**src/rtl/bcd_convert_ctrl.sv**
```systemverilog
// 8-bit binary to 3-digit BCD converter using the double-dabble algorithm.
// Fixed 10-cycle conversion period: accept, 8 shift cycles, one done cycle.
module bcd_convert_ctrl (
    input  logic        clk,
    input  logic        rst_n,
    input  logic        start,
    input  logic [7:0]  bin,
    output logic        busy,
    output logic        done,
    output logic [11:0] bcd
);

    typedef enum logic [1:0] {IDLE, SHIFT, DONE} state_t;

    state_t      state_q;
    logic [11:0] scr_q, scr_adj, scr_d;
    logic [7:0]  opr_q, opr_d;
    logic [3:0]  cnt_q;
    logic        busy_q, done_q;
    logic [11:0] bcd_q;

    // Add-3 correction on each digit, then shift {scratch, operand} left one bit.
    always_comb begin
        scr_adj = scr_q;
        for (int d = 0; d < 3; d++) begin
            if (scr_q[d*4 +: 4] >= 4'd5)
                scr_adj[d*4 +: 4] = scr_q[d*4 +: 4] + 4'd3;
        end
        scr_d = {scr_adj[10:0], opr_q[7]};
        opr_d = {opr_q[6:0], 1'b0};
    end

    always_ff @(posedge clk or negedge rst_n) begin
        if (!rst_n) begin
            state_q <= IDLE;
            scr_q   <= '0;
            opr_q   <= '0;
            cnt_q   <= '0;
            busy_q  <= 1'b0;
            done_q  <= 1'b0;
            bcd_q   <= '0;
        end else begin
            case (state_q)
                IDLE: begin
                    if (start) begin
                        opr_q   <= bin;
                        scr_q   <= '0;
                        cnt_q   <= '0;
                        busy_q  <= 1'b1;
                        state_q <= SHIFT;
                    end
                end
                SHIFT: begin
                    scr_q <= scr_d;
                    opr_q <= opr_d;
                    cnt_q <= cnt_q + 4'd1;
                    // Last iteration: publish the freshly shifted scratch.
                    if (cnt_q == 4'd7) begin
                        bcd_q   <= scr_d;
                        done_q  <= 1'b1;
                        state_q <= DONE;
                    end
                end
                DONE: begin
                    done_q  <= 1'b0;
                    busy_q  <= 1'b0;
                    state_q <= IDLE;
                end
                default: begin
                    done_q  <= 1'b0;
                    busy_q  <= 1'b0;
                    state_q <= IDLE;
                end
            endcase
        end
    end

    assign busy = busy_q;
    assign done = done_q;
    assign bcd  = bcd_q;

endmodule

```
**config.mk**
```make
export PLATFORM = sky130hd
export DESIGN_NAME = bcd_convert_ctrl
export DESIGN_NICKNAME = d
export VERILOG_FILES = /design/src/rtl/bcd_convert_ctrl.sv
export SDC_FILE = /design/constraint.sdc
export NUM_CORES = 1
export LEC_CHECK = 0
export CAP_MARGIN = 25
export CELL_PAD_IN_SITES_DETAIL_PLACEMENT = 1
export CELL_PAD_IN_SITES_GLOBAL_PLACEMENT = 1
export CORE_UTILIZATION = 35
export DETAILED_ROUTE_END_ITERATION = 12
export DONT_BUFFER_PORTS = 1
export PLACE_DENSITY = 0.6
export SETUP_SLACK_MARGIN = 0.15
export SYNTH_ARGS = -nofsm -noshare
export SYNTH_HDL_FRONTEND = slang
export SYNTH_SLANG_ARGS = --single-unit
```
**constraint.sdc**
```tcl
create_clock -name clk -period 2 [get_ports clk]
set_input_delay 0.4 -clock clk [delete_from_list [all_inputs] [get_ports clk]]
set_output_delay 0.4 -clock clk [all_outputs]
set_load 0.02 [all_outputs]
```
Word level (Yosys, flattened, before mapping)
Index checks and enable logic that the tools add are counted.
{"block": "totals", "ff_bits": 40, "inputBits": 11, "out_inout_bits": 14, "wordCells": 43}
{"block": "classes", "add_sub_neg": 4, "n_lt_le_gt_ge": 3, "n_eq_ne": 4, "muxes": 16, "bitwise_logic": 2, "reduce_logical": 7}
{"op": "$pmux 12 s2", "n": 1}
{"op": "$pmux 8 s2", "n": 1}
{"op": "$ge 4x3->1 const B", "n": 3}
{"op": "$mux 12", "n": 1}
{"op": "$mux 4", "n": 3}
{"op": "$reduce_and 2->1", "n": 5}
{"op": "$add 4x2->4 const B", "n": 2}
{"op": "$mux 8", "n": 1}
{"op": "$pmux 4 s2", "n": 1}
{"op": "$add 4x1->4 const B", "n": 1}
{"op": "$eq 4x3->1 const B", "n": 1}
{"op": "$mux 2", "n": 2}
{"op": "$ne 2x2->1 const B", "n": 2}
{"op": "$pmux 1 s2", "n": 2}
{"op": "$pmux 2 s2", "n": 1}
{"op": "$add 3x2->3 const B", "n": 1}
{"op": "$mux 3", "n": 1}
{"op": "$eq 2x1->1 const B", "n": 1}
{"op": "$logic_not 2->1", "n": 1}
{"op": "$mux 1", "n": 2}
{"op": "$not 1->1", "n": 2}
{"op": "$reduce_bool 2->1", "n": 1}

Longest topological paths before layout
Gate-level depths: netlist of run 1.
{"block": "depth", "ltp_word": 3, "ltp_mapped": 6, "mapped_depth_nobuf": 6}

Worst setup path after synthesis of run 1
OpenSTA, ideal clock, no wires.
{"block": "synth_path", "path_kind": "flip-flop to flip-flop", "from": "register scr_q[0]", "to": "register scr_q[2]", "setup_time_ns": 0.083, "arrival_time_ns": 1.419, "t_required_ns": 1.917, "path_slack_ns": 0.498, "path_stages_with_launch": 6, "path_buffers": 0, "period_less_slack_ns": 1.502, "path_cell_list": "dfrtp_1 > ha_1 > nand2b_1 > a21oi_1 > mux2_2 > o21ai_0"}
{"block": "synth_via", "elab_chain_len": 3, "elab_cells_between_ends": 4, "cone_classes": "add/sub (1); order compare (1); mux (2)"}
{"item": "start: declaration", "line_no": "16", "rtl": "logic [11:0] scr_q, scr_adj, scr_d;"}
{"item": "start signal: assignment", "line_no": "54", "rtl": "scr_q <= scr_d;"}
{"item": "$add 4x2->4 or $ge 4x3->1 (tied branches)", "line_no": "27, 26"}
{"item": "$mux 4 *", "line_no": "26", "rtl": "if (scr_q[d*4 +: 4] >= 4'd5)"}
{"item": "$pmux 12 s2 *", "line_no": "43", "rtl": "case (state_q)"}
Mark *: on every way between the ends. The rest lies on a longest branch, timed or not.
A chain may end at the register's enable or synchronous reset.

Worst setup path in the final report of run 1
{"block": "layout_path", "from": "register scr_q[5]", "to": "register bcd_q[6], in the netlist bcd[6]"}
{"block": "layout_via", "elab_chain_len": 2, "elab_cells_between_ends": 3, "cone_classes": "add/sub (1); order compare (1); mux (1)"}
{"item": "$add 4x2->4 or $ge 4x3->1 (tied branches)", "line_no": "27, 26"}
{"item": "$mux 4 *", "line_no": "26"}
{"item": "end signal: assignment", "line_no": "59", "rtl": "bcd_q <= scr_d;"}
{"item": "end: declaration", "line_no": "20", "rtl": "logic [11:0] bcd_q;"}
Marks and branches as above.

==> impl_metrics.csv, run 1 <==
group,metric,value,unit
outcome,outcome,"completed",
placement,dp_slack,0.303,ns
power_and_ir_drop,netSwitchingPower,0.00144,W
cells_and_area,layout_commonest_cell,"dfrtp_1",
power_and_ir_drop,power.share.switching,41.3,%
clocking,cts_tree,"built",
detailed_routing,vias,1379,
detailed_routing,drtIter0Drc,56,
critical_path,critPathKind,"reg2reg",
logic_synthesis,syn-num-nets,199,
sta,skew,0.00649,ns
cells_and_area,antenna_cells,0,
detailed_routing,dr.pass1.iters,4,
global_route,first_global_vias,1433,
logic_synthesis,synth_top_area_cell,"dfrtp_1",
clocking,numCtsBuffers,5,
floorplanning,die_y,75.6,um
cells_and_area,drive_above_1_share,15.3,%
floorplanning,coreArea,5170,um^2
clocking,postCtsSetupBuffers,0,
logic_synthesis,synth_cell_type_count,30,
global_route,antenna_found_initial,0,
clocking,path_clk_slew,0.07,ns
logic_synthesis,synth-seq-cells,40,
cells_and_area,final_cell_mix,"dfrtp_1, o21ai_0, a21oi_1",
detailed_routing,ant_nets,0,
critical_path,max_stage_delay,0.40,ns
power_and_ir_drop,power.share.clock,15.9,%
flow_run,drv_cap,0,
global_route,track_usage,16.8,%
critical_path,crit_path_start_kind,"register",
placement,dpl.hpwl,3100,um
logic_synthesis,avgSynthCellArea,10.5,um^2
critical_path,crit_fanout,4,
power_and_ir_drop,power,0.00350,W
detailed_routing,vias_per_cell,5.30,
placement,routabilityCongestion,0.742,
clocking,cts-root-buf,"clkbuf_8",
sta,period_needed,1.72,ns
logic_synthesis,yosysWarnings,0,
worst_hold_path,hold_class,"in2reg",
power_and_ir_drop,p_per_area,1660,nW/um^2
global_route,grt_pass1_wl,7040,um
sta,rsz0062_at_grt,"false",
power_and_ir_drop,ir_worst_vdd,0.511,mV
cells_and_area,fin_util,40.9,%
detailed_routing,wirelength,4320,um
sta,worst_slew_pin_slew,0.551,ns
sta,finalCritPeriodShare,85.9,%
power_and_ir_drop,pwr-share-seq,47.3,%
clocking,cts.sinks,40,
global_route,grt.overflow.total,0,
sta,relSlewSlack,63.2,%
critical_path,critPathArrivalTime,1.94,ns
cells_and_area,final_nets,207,
floorplanning,dieArea,5710,um^2
clocking,clock_latency,0.29,ns
clocking,clock_path_buffers,2,
floorplanning,initial_utilization,36.6,%
sta,hold_viol,0,
sta,worst_slack,0.283,ns
critical_path,required,2.23,ns
logic_synthesis,seq_area_frac_synth,52.8,%
critical_path,cp-end-kind,"register",
logic_synthesis,synthTopCellsByArea,"dfrtp_1, o21ai_0, a21oi_1",
floorplanning,num_rows,26,
logic_synthesis,async_reset_ff_share,100,%
placement,portBuffers,0,
critical_path,worstPathCellList,"inv_1, ha_1, nand2b_1, a21oi_1, mux2i_1, mux2_4",
power_and_ir_drop,p_int,0.00206,W
logic_synthesis,netlist_area,1890,um^2
sta,fin_tns_setup,0,ns
detailed_routing,drc_errors,0,
logic_synthesis,synth_top_cell_area_share,52.8,%
detailed_routing,detail_route.wl_per_cell,16.6,um
cells_and_area,area_growth,11.6,%
logic_synthesis,postSynthCellCount,181,
logic_synthesis,ys.flop_type,"dfrtp_1",
global_route,grt_max_degree,41,
power_and_ir_drop,power_frac_comb,36.8,%
power_and_ir_drop,p_leak,0.917,nW
sta,slew_violations,0,
floorplanning,io_pins,25,
floorplanning,fp.dieW,75.6,um
sta,setup_viol,0,
logic_synthesis,synth_enable_flop_cells,0,
clocking,htreeDepth,2,
critical_path,critPathSlowestCell,"dfrtp_1",
sta,fmax,582,MHz
## power groups by stage
stage          Combinational (W)  Clock [W]  Sequential [W]
5_1_grt                  0.00145   0.000610         0.00172
2_1_floorplan            0.00101          0         0.00156
3_5_place_dp             0.00128          0         0.00168
3_3_place_gp             0.00120          0         0.00165
4_1_cts                  0.00131   0.000575         0.00166
6_report                 0.00129   0.000557         0.00166
## timing repair
item / 4_1_cts / 5_1_grt
hold buffers: 2 / 0
hold endpoints to repair: 40 / 0
gates resized for setup: 0 / 0
## through the flow
step	instances	hold slack, ns	cell area [um^2]
CTS	260	0.280	2110
floorplan	181	0.104	1890
global placement	250	0.105	1990
detailed placement	250	0.105	1990
finish	260	0.285	2110
global route	260	0.287	2110
## cell families (layout without fill, tap and decap cells)
| kind of cell | count (synthesis) | after routing | share of synthesized area (%) |
|---|---|---|---|
| muxes | 8 | 8 | 5.09 |
| adders and majority gates | 7 | 7 | 4.62 |
| AOI/OAI and AO/OA | 59 | 59 | 18.6 |
| DFF | 40 | 40 | 52.8 |
| xor gates and xnor gates | 3 | 3 | 1.39 |
| and+or+nand+nor | 48 | 48 | 13.5 |
| buffers and inverters | 16 | 25 | 3.96 |
## per-layer routing
layer | wire length [um] | vias up | track usage [%]
li1 | - | 651 | -
met1 | 1910 | 706 | 20.9
met2 | 2200 | 16 | 28.7
met3 | 152 | 6 | 4.10
met4 | 61 | 0 | 5.97
met5 | 0 | - | 0
## path summary, 6_finish.rpt
check / from / end / slack (ns) / depth (start not counted)
hold reg to reg: opr_q[0] / opr_q[0] / 0.52 / 1
min in group asynchronous: rst_n / bcd[4] / 0.59 / 2
setup reg to reg: scr_q[5] / bcd[6] / 0.28 / 6
max in group asynchronous: rst_n / opr_q[2] / 1.21 / 2
setup / recovery: scr_q[5] / bcd[6] / 0.28 / 6
hold / removal: start / busy / 0.29 / 2
## synthesized netlist by cell type, drive strengths merged, types with 2 or more instances
cell	count
inv	7
a22oi	7
a22o	6
or3b	3
nand2b	4
a31oi	3
nor2b	8
nor2	13
dfrtp	40
nor3	6
a21oi	18
nand2	11
buf	8
xnor2	3
nor3b	2
mux2	7
o21ai	23
ha	7
## flip-flops by register name, summed over array words and instances, names as in the netlist
name,flops
done,1
state_q,2
opr_q,8
bcd,12
scr_q,12
busy,1
cnt_q,4
## worst max-delay path, delay by kind of cell (launching register included)
kind            cells  cell delay, ns
fa+ha+maj           1            0.24
buf+inv             1            0.11
mux                 2            0.54
compound gates      1            0.28
flops               1            0.40
simple gates        1            0.09
## area by class of cell
cell class,count,area (um^2)
fillers,574,3060
flip-flops and latches,40,1000
multi-input cells,125,818
clock buffers,8,90.1
repair buffers,10,90.1
well taps,70,87.6
inverters,7,26.3
Note: power is estimated with default switching activity, not from simulation.
==> run 2: changes to the inputs <==
--- a/config.mk
+++ b/config.mk
@@ -8,10 +8,11 @@
 export CAP_MARGIN = 25
 export CELL_PAD_IN_SITES_DETAIL_PLACEMENT = 1
 export CELL_PAD_IN_SITES_GLOBAL_PLACEMENT = 1
-export CORE_UTILIZATION = 35
+export CORE_UTILIZATION = 45
+export CTS_CLUSTER_SIZE = 14
 export DETAILED_ROUTE_END_ITERATION = 12
 export DONT_BUFFER_PORTS = 1
-export PLACE_DENSITY = 0.6
+export PLACE_DENSITY = 0.74
 export SETUP_SLACK_MARGIN = 0.15
 export SYNTH_ARGS = -nofsm -noshare
 export SYNTH_HDL_FRONTEND = slang
==> run 2 against run 1 <==
Net effect: combinational power hardly changed; sequential share of layout area is 0.74 points higher; non-clock buffer count is 1 lower; global-route usage is 4.2 points higher; critical path depth stayed put; clock skew is 0.0014 ns lower; critical endpoint is now scr_q[2]; via count is 0.44% lower; sequential power is 2% lower; flip-flop and latch count stayed put; count of clock-buffer cells in the layout stayed put; maximum frequency is 3.2% higher.
==> impl_metrics.csv, run 2 (same netlist as run 1, synthesis figures left out) <==
group,metric,value,unit
outcome,outcome,"completed",
critical_path,cp-end-kind,"register",
sta,rsz0062_at_grt,"false",
global_route,track_usage,21.0,%
sta,finalCritPeriodShare,83.2,%
clocking,cts.sinks,40,
sta,slew_violations,0,
floorplanning,num_rows,23,
floorplanning,io_pins,25,
power_and_ir_drop,power,0.00345,W
placement,dpl.hpwl,2700,um
global_route,grt.overflow.total,0,
placement,portBuffers,0,
global_route,antenna_found_initial,0,
clocking,clock_latency,0.29,ns
detailed_routing,vias,1373,
sta,relSlewSlack,61.3,%
detailed_routing,wirelength,3950,um
clocking,htreeDepth,2,
flow_run,drv_cap,0,
cells_and_area,final_cell_mix,"dfrtp_1, o21ai_0, a21oi_1",
floorplanning,initial_utilization,47.0,%
detailed_routing,detail_route.wl_per_cell,16.5,um
detailed_routing,vias_per_cell,5.74,
cells_and_area,area_growth,9.84,%
clocking,cts-root-buf,"clkbuf_8",
cells_and_area,n_fill_cell,455,
worst_hold_path,hold_class,"in2reg",
cells_and_area,final_nets,206,
floorplanning,dieArea,4470,um^2
floorplanning,coreArea,4030,um^2
sta,fmax,601,MHz
critical_path,crit_path_start_kind,"register",
clocking,postCtsSetupBuffers,0,
sta,skew,0.00512,ns
floorplanning,die_y,66.9,um
clocking,path_clk_slew,0.07,ns
global_route,grt_pass1_wl,6840,um
global_route,first_global_vias,1462,
cells_and_area,multi_input_area,818,um^2
detailed_routing,ant_nets,0,
sta,worst_slew_pin_slew,0.580,ns
critical_path,critPathArrivalTime,1.88,ns
cells_and_area,drive_above_1_share,14.8,%
critical_path,crit_fanout,4,
sta,period_needed,1.66,ns
sta,hold-worst-slack,0.274,ns
cells_and_area,fin_util,51.6,%
cells_and_area,layout_commonest_cell,"dfrtp_1",
floorplanning,fp.dieW,66.9,um
critical_path,critPathKind,"reg2reg",
critical_path,required,2.21,ns
cells_and_area,fin_area,2080,um^2
global_route,grt_max_degree,41,
cells_and_area,regArea,1000,um^2
detailed_routing,dr.pass1.iters,4,
placement,routabilityCongestion,0.841,
power_and_ir_drop,p_leak,0.910,nW
sta,hold_viol,0,
clocking,cts_tree,"built",
sta,setup_viol,0,
sta,fin_tns_setup,0,ns
clocking,clock_path_buffers,2,
detailed_routing,drtIter0Drc,86,
detailed_routing,drc_errors,0,
cells_and_area,antenna_cells,0,
placement,dpl_cell_area,1960,um^2
power_and_ir_drop,p_per_area,1660,nW/um^2
power_and_ir_drop,ir_worst_vdd,0.745,mV
clocking,numCtsBuffers,5,
-- run 2: changes by cell type in the layout (fill, tap and decap cells not counted) --
cell	previous run	this run
buf_4	8	7
-- run 2: through the flow --
step	setup slack, ns	cells
after global placement	0.445	229
after floorplan	0.498	181
after CTS	0.332	239
final	0.337	239
after detailed placement	0.357	229
after global routing	0.170	239
-- run 2: path summary, 6_finish.rpt --
| kind | startpoint | endpoint | slack, ns | cells past startpoint |
|---|---|---|---|---|
| max | scr_q[1] | scr_q[2] | 0.34 | 6 |
| min | start | busy | 0.27 | 2 |
| max reg2reg | scr_q[1] | scr_q[2] | 0.34 | 6 |
| min reg2reg | scr_q[9] | scr_q[9] | 0.51 | 1 |
| max in group asynchronous | rst_n | state_q[1] | 1.23 | 2 |
| min in group asynchronous | rst_n | bcd[1] | 0.57 | 2 |
-- run 2: metal layers --
metal,up-vias,GRT usage [%],routed length (um)
met5,-,0,0
met4,0,8.51,70
met3,7,7.02,110
met2,20,32.8,1890
met1,702,26.4,1870
li1,644,-,-
-- run 2: worst max-delay path: stages, from the launching register on --
cell and delay, ns:
dfrtp_1 0.40, inv_1 0.10, ha_1 0.21, nand2b_1 0.08, a21oi_1 0.26, mux2_2 0.39, o21ai_0 0.14
-- run 2: what timing repair did --
item	in CTS	in global routing
hold endpoints to repair	40	0
setup endpoints to repair	0	0
gates resized for setup	0	0
hold buffers	2	0
-- run 2: power by group --
part	internal (W)	leakage, nW	switching (W)
Clock	0.000281	0.0455	0.000270
Combinational	0.000604	0.366	0.000666
Sequential	0.00116	0.498	0.000464
Total	0.00205	0.910	0.00140
-- run 2: layout make-up --
| type | count | area share [%] |
|---|---|---|
| multi-input combinational | 125 | 39.3 |
| timing repair buffer | 9 | 3.97 |
| tap | 50 | 3.01 |
| inverter | 7 | 1.26 |
| clock buffer | 8 | 4.33 |
| sequential | 40 | 48.1 |
==> run 3: changes to the inputs <==
--- a/config.mk
+++ b/config.mk
@@ -8,11 +8,11 @@
 export CAP_MARGIN = 25
 export CELL_PAD_IN_SITES_DETAIL_PLACEMENT = 1
 export CELL_PAD_IN_SITES_GLOBAL_PLACEMENT = 1
-export CORE_UTILIZATION = 45
+export CORE_UTILIZATION = 44
 export CTS_CLUSTER_SIZE = 14
 export DETAILED_ROUTE_END_ITERATION = 12
 export DONT_BUFFER_PORTS = 1
-export PLACE_DENSITY = 0.74
+export PLACE_DENSITY = 0.75
 export SETUP_SLACK_MARGIN = 0.15
 export SYNTH_ARGS = -nofsm -noshare
 export SYNTH_HDL_FRONTEND = slang
==> constraint.sdc (replaced) <==
create_clock -name clk -period 1.3 [get_ports clk]
set_input_delay 0.26 -clock clk [delete_from_list [all_inputs] [get_ports clk]]
set_output_delay 0.26 -clock clk [all_outputs]
set_load 0.02 [all_outputs]
==> run 3 against run 2 <==
Net effect: the flow now finishes with violations (negative hold slack, negative setup slack); sequential share of layout area is 15 points lower; maximum frequency is 5.0% higher; clock power is 47% higher; total power is 150% higher; count of clock-buffer cells in the layout is 3 lower; register-to-register slack worse by 0.62 ns; sequential power is 73% higher; non-clock buffer count is 47 higher; die area is 2.2% higher; critical path depth stayed put; via count is 27% higher; core utilization is 24 points higher; highest routed layer unchanged.
==> impl_metrics.csv, run 3 (same netlist as run 1, synthesis figures left out) <==
group,metric,value,unit
outcome,outcome,"finished, violations left",
outcome,violations,"negative hold slack, negative setup slack",
critical_path,crit_path_start_kind,"register",
detailed_routing,vias,1748,
critical_path,critPathArrivalTime,1.82,ns
clocking,clock_path_buffers,2,
sta,worst_slack,-0.284,ns
critical_path,regToRegStartpoint,"scr_q[5]",
critical_path,worstReg2RegEnd,"scr_q[6]",
flow_run,drv_cap,0,
critical_path,critPathKind,"reg2reg",
cells_and_area,n_fill_cell,352,
sta,finalCritPeriodShare,122,%
placement,dp_slack,-0.158,ns
power_and_ir_drop,p_per_area,2820,nW/um^2
placement,dp_cells,251,
sta,relSlewSlack,73.8,%
floorplanning,fp.dieW,67.6,um
sta,skew,0.0143,ns
sta,period_needed,1.58,ns
detailed_routing,drc_errors,0,
global_route,track_usage,30.4,%
floorplanning,initial_utilization,46.7,%
power_and_ir_drop,p_leak,1.29,nW
sta,worst_slew_pin_slew,0.393,ns
sta,setup_viol,26,
clocking,cts.sinks,40,
sta,hold_viol,40,
global_route,grt_max_degree,41,
placement,dpl.hpwl,3250,um
critical_path,cp-end-kind,"register",
sta,hold-worst-slack,-0.358,ns
cells_and_area,final_cell_mix,"dfrtp_1, buf_4, buf_6",
global_route,antenna_found_initial,0,
sta,fmax,631,MHz
floorplanning,dieArea,4570,um^2
detailed_routing,vias_per_cell,6.13,
detailed_routing,detail_route.wl_per_cell,28.7,um
floorplanning,die_y,67.6,um
floorplanning,coreArea,4060,um^2
clocking,clock_latency,0.30,ns
global_route,first_global_vias,1812,
critical_path,r2r_cells,6,
cells_and_area,antenna_cells,0,
detailed_routing,ant_nets,0,
power_and_ir_drop,ir_worst_vdd,1.54,mV
detailed_routing,wirelength,8170,um
detailed_routing,drtIter0Drc,130,
global_route,grt.overflow.total,0,
critical_path,ff2ff_setup_slack,-0.28,ns
sta,fin_tns_setup,-4.54,ns
cells_and_area,area_growth,61.2,%
cells_and_area,stdcell_count,285,
clocking,cts-root-buf,"clkbuf_8",
clocking,htreeDepth,2,
cells_and_area,final_nets,253,
cells_and_area,layout_commonest_cell,"dfrtp_1",
clocking,cts_tree,"built",
worst_hold_path,hold_class,"in2async",
placement,routabilityCongestion,0.786,
clocking,path_clk_slew,0.09,ns
floorplanning,io_pins,25,
clocking,numCtsBuffers,5,
critical_path,required,1.54,ns
critical_path,crit_fanout,3,
global_route,grt_pass1_wl,9650,um
sta,rsz0062_at_grt,"true",
sta,slew_violations,0,
placement,portBuffers,0,
cells_and_area,drive_above_1_share,67.2,%
floorplanning,num_rows,23,
detailed_routing,dr.pass1.iters,4,
-- run 3: cell types whose count changed in the layout (fill, tap and decap cells not counted), moves of 9 or more --
cell | before | now
buf_6 | 0 | 26
o21ai_0 | 23 | 0
buf_4 | 7 | 28
a21oi_1 | 18 | 2
a21oi_2 | 0 | 12
o21ai_2 | 0 | 12
o21ai_1 | 0 | 9
-- run 3: critical path, cell delays in order (launching register included) --
cell	delay [ns]
dfrtp_1	0.41
inv_2	0.10
ha_4	0.16
nand2b_4	0.15
a21oi_4	0.22
mux2i_2	0.29
a22o_1	0.19
-- run 3: layout make-up --
type                            instances  area (um^2)  share of cell area [%]
Clock inverter                          2         12.5                   0.410
Sequential cell                        40         1000                    32.9
Inverter                                7         33.8                    1.11
Tap cell                               50         62.6                    2.05
Multi-Input combinational cell        125         1340                    43.7
Clock buffer                            5         68.8                    2.25
Timing Repair Buffer                   56          538                    17.6
-- run 3: power by group --
part           switching [W]  internal, W
logic                0.00244      0.00256
clock network       0.000450     0.000364
registers            0.00101      0.00178
-- run 3: stage by stage --
step                power, W  util [%]  hold slack [ns]  area [um^2]
finish               0.00861      75.3           -0.358         3050
global route         0.00894      75.3           -0.378         3050
CTS                  0.00700      65.7           -0.359         2670
detailed placement   0.00531      55.1          -0.0348         2230
global placement     0.00507      55.1          -0.0348         2230
floorplan            0.00435         -          -0.0356         2010
-- run 3: how the worst max path moves through the flow --
stage               slack, ns  depth (start not counted)        end       start
global placement        -0.11                          6    bcd[11]  state_q[1]
finish                  -0.28                          6   scr_q[6]    scr_q[5]
CTS                     -0.13                          5   scr_q[2]    scr_q[0]
global route            -0.33                          6   scr_q[6]    scr_q[5]
floorplan               -0.07                          6  scr_q[10]    scr_q[8]
detailed placement      -0.16                          6  scr_q[10]    scr_q[9]
-- run 3: repair_timing --
action | in CTS | in global routing
pin swaps | 22 | 38
gates cloned | 1 | 1
setup buffers | 10 | 15
gates resized for setup | 78 | 66
endpoints found under the hold margin | 40 | 40
setup endpoints to repair | 37 | 39
-- run 3: routing by layer --
| layer | share of wire, % | vias up | global-route usage (%) | routed length, um |
|---|---|---|---|---|
| met2 | 53 | 66 | 53.3 | 4340 |
| li1 | - | 747 | - | - |
| met5 | 0 | - | 0 | 0 |
| met4 | 4.2 | 0 | 14.1 | 343 |
| met3 | 4.3 | 30 | 8.11 | 351 |
| met1 | 38 | 905 | 33.9 | 3140 |
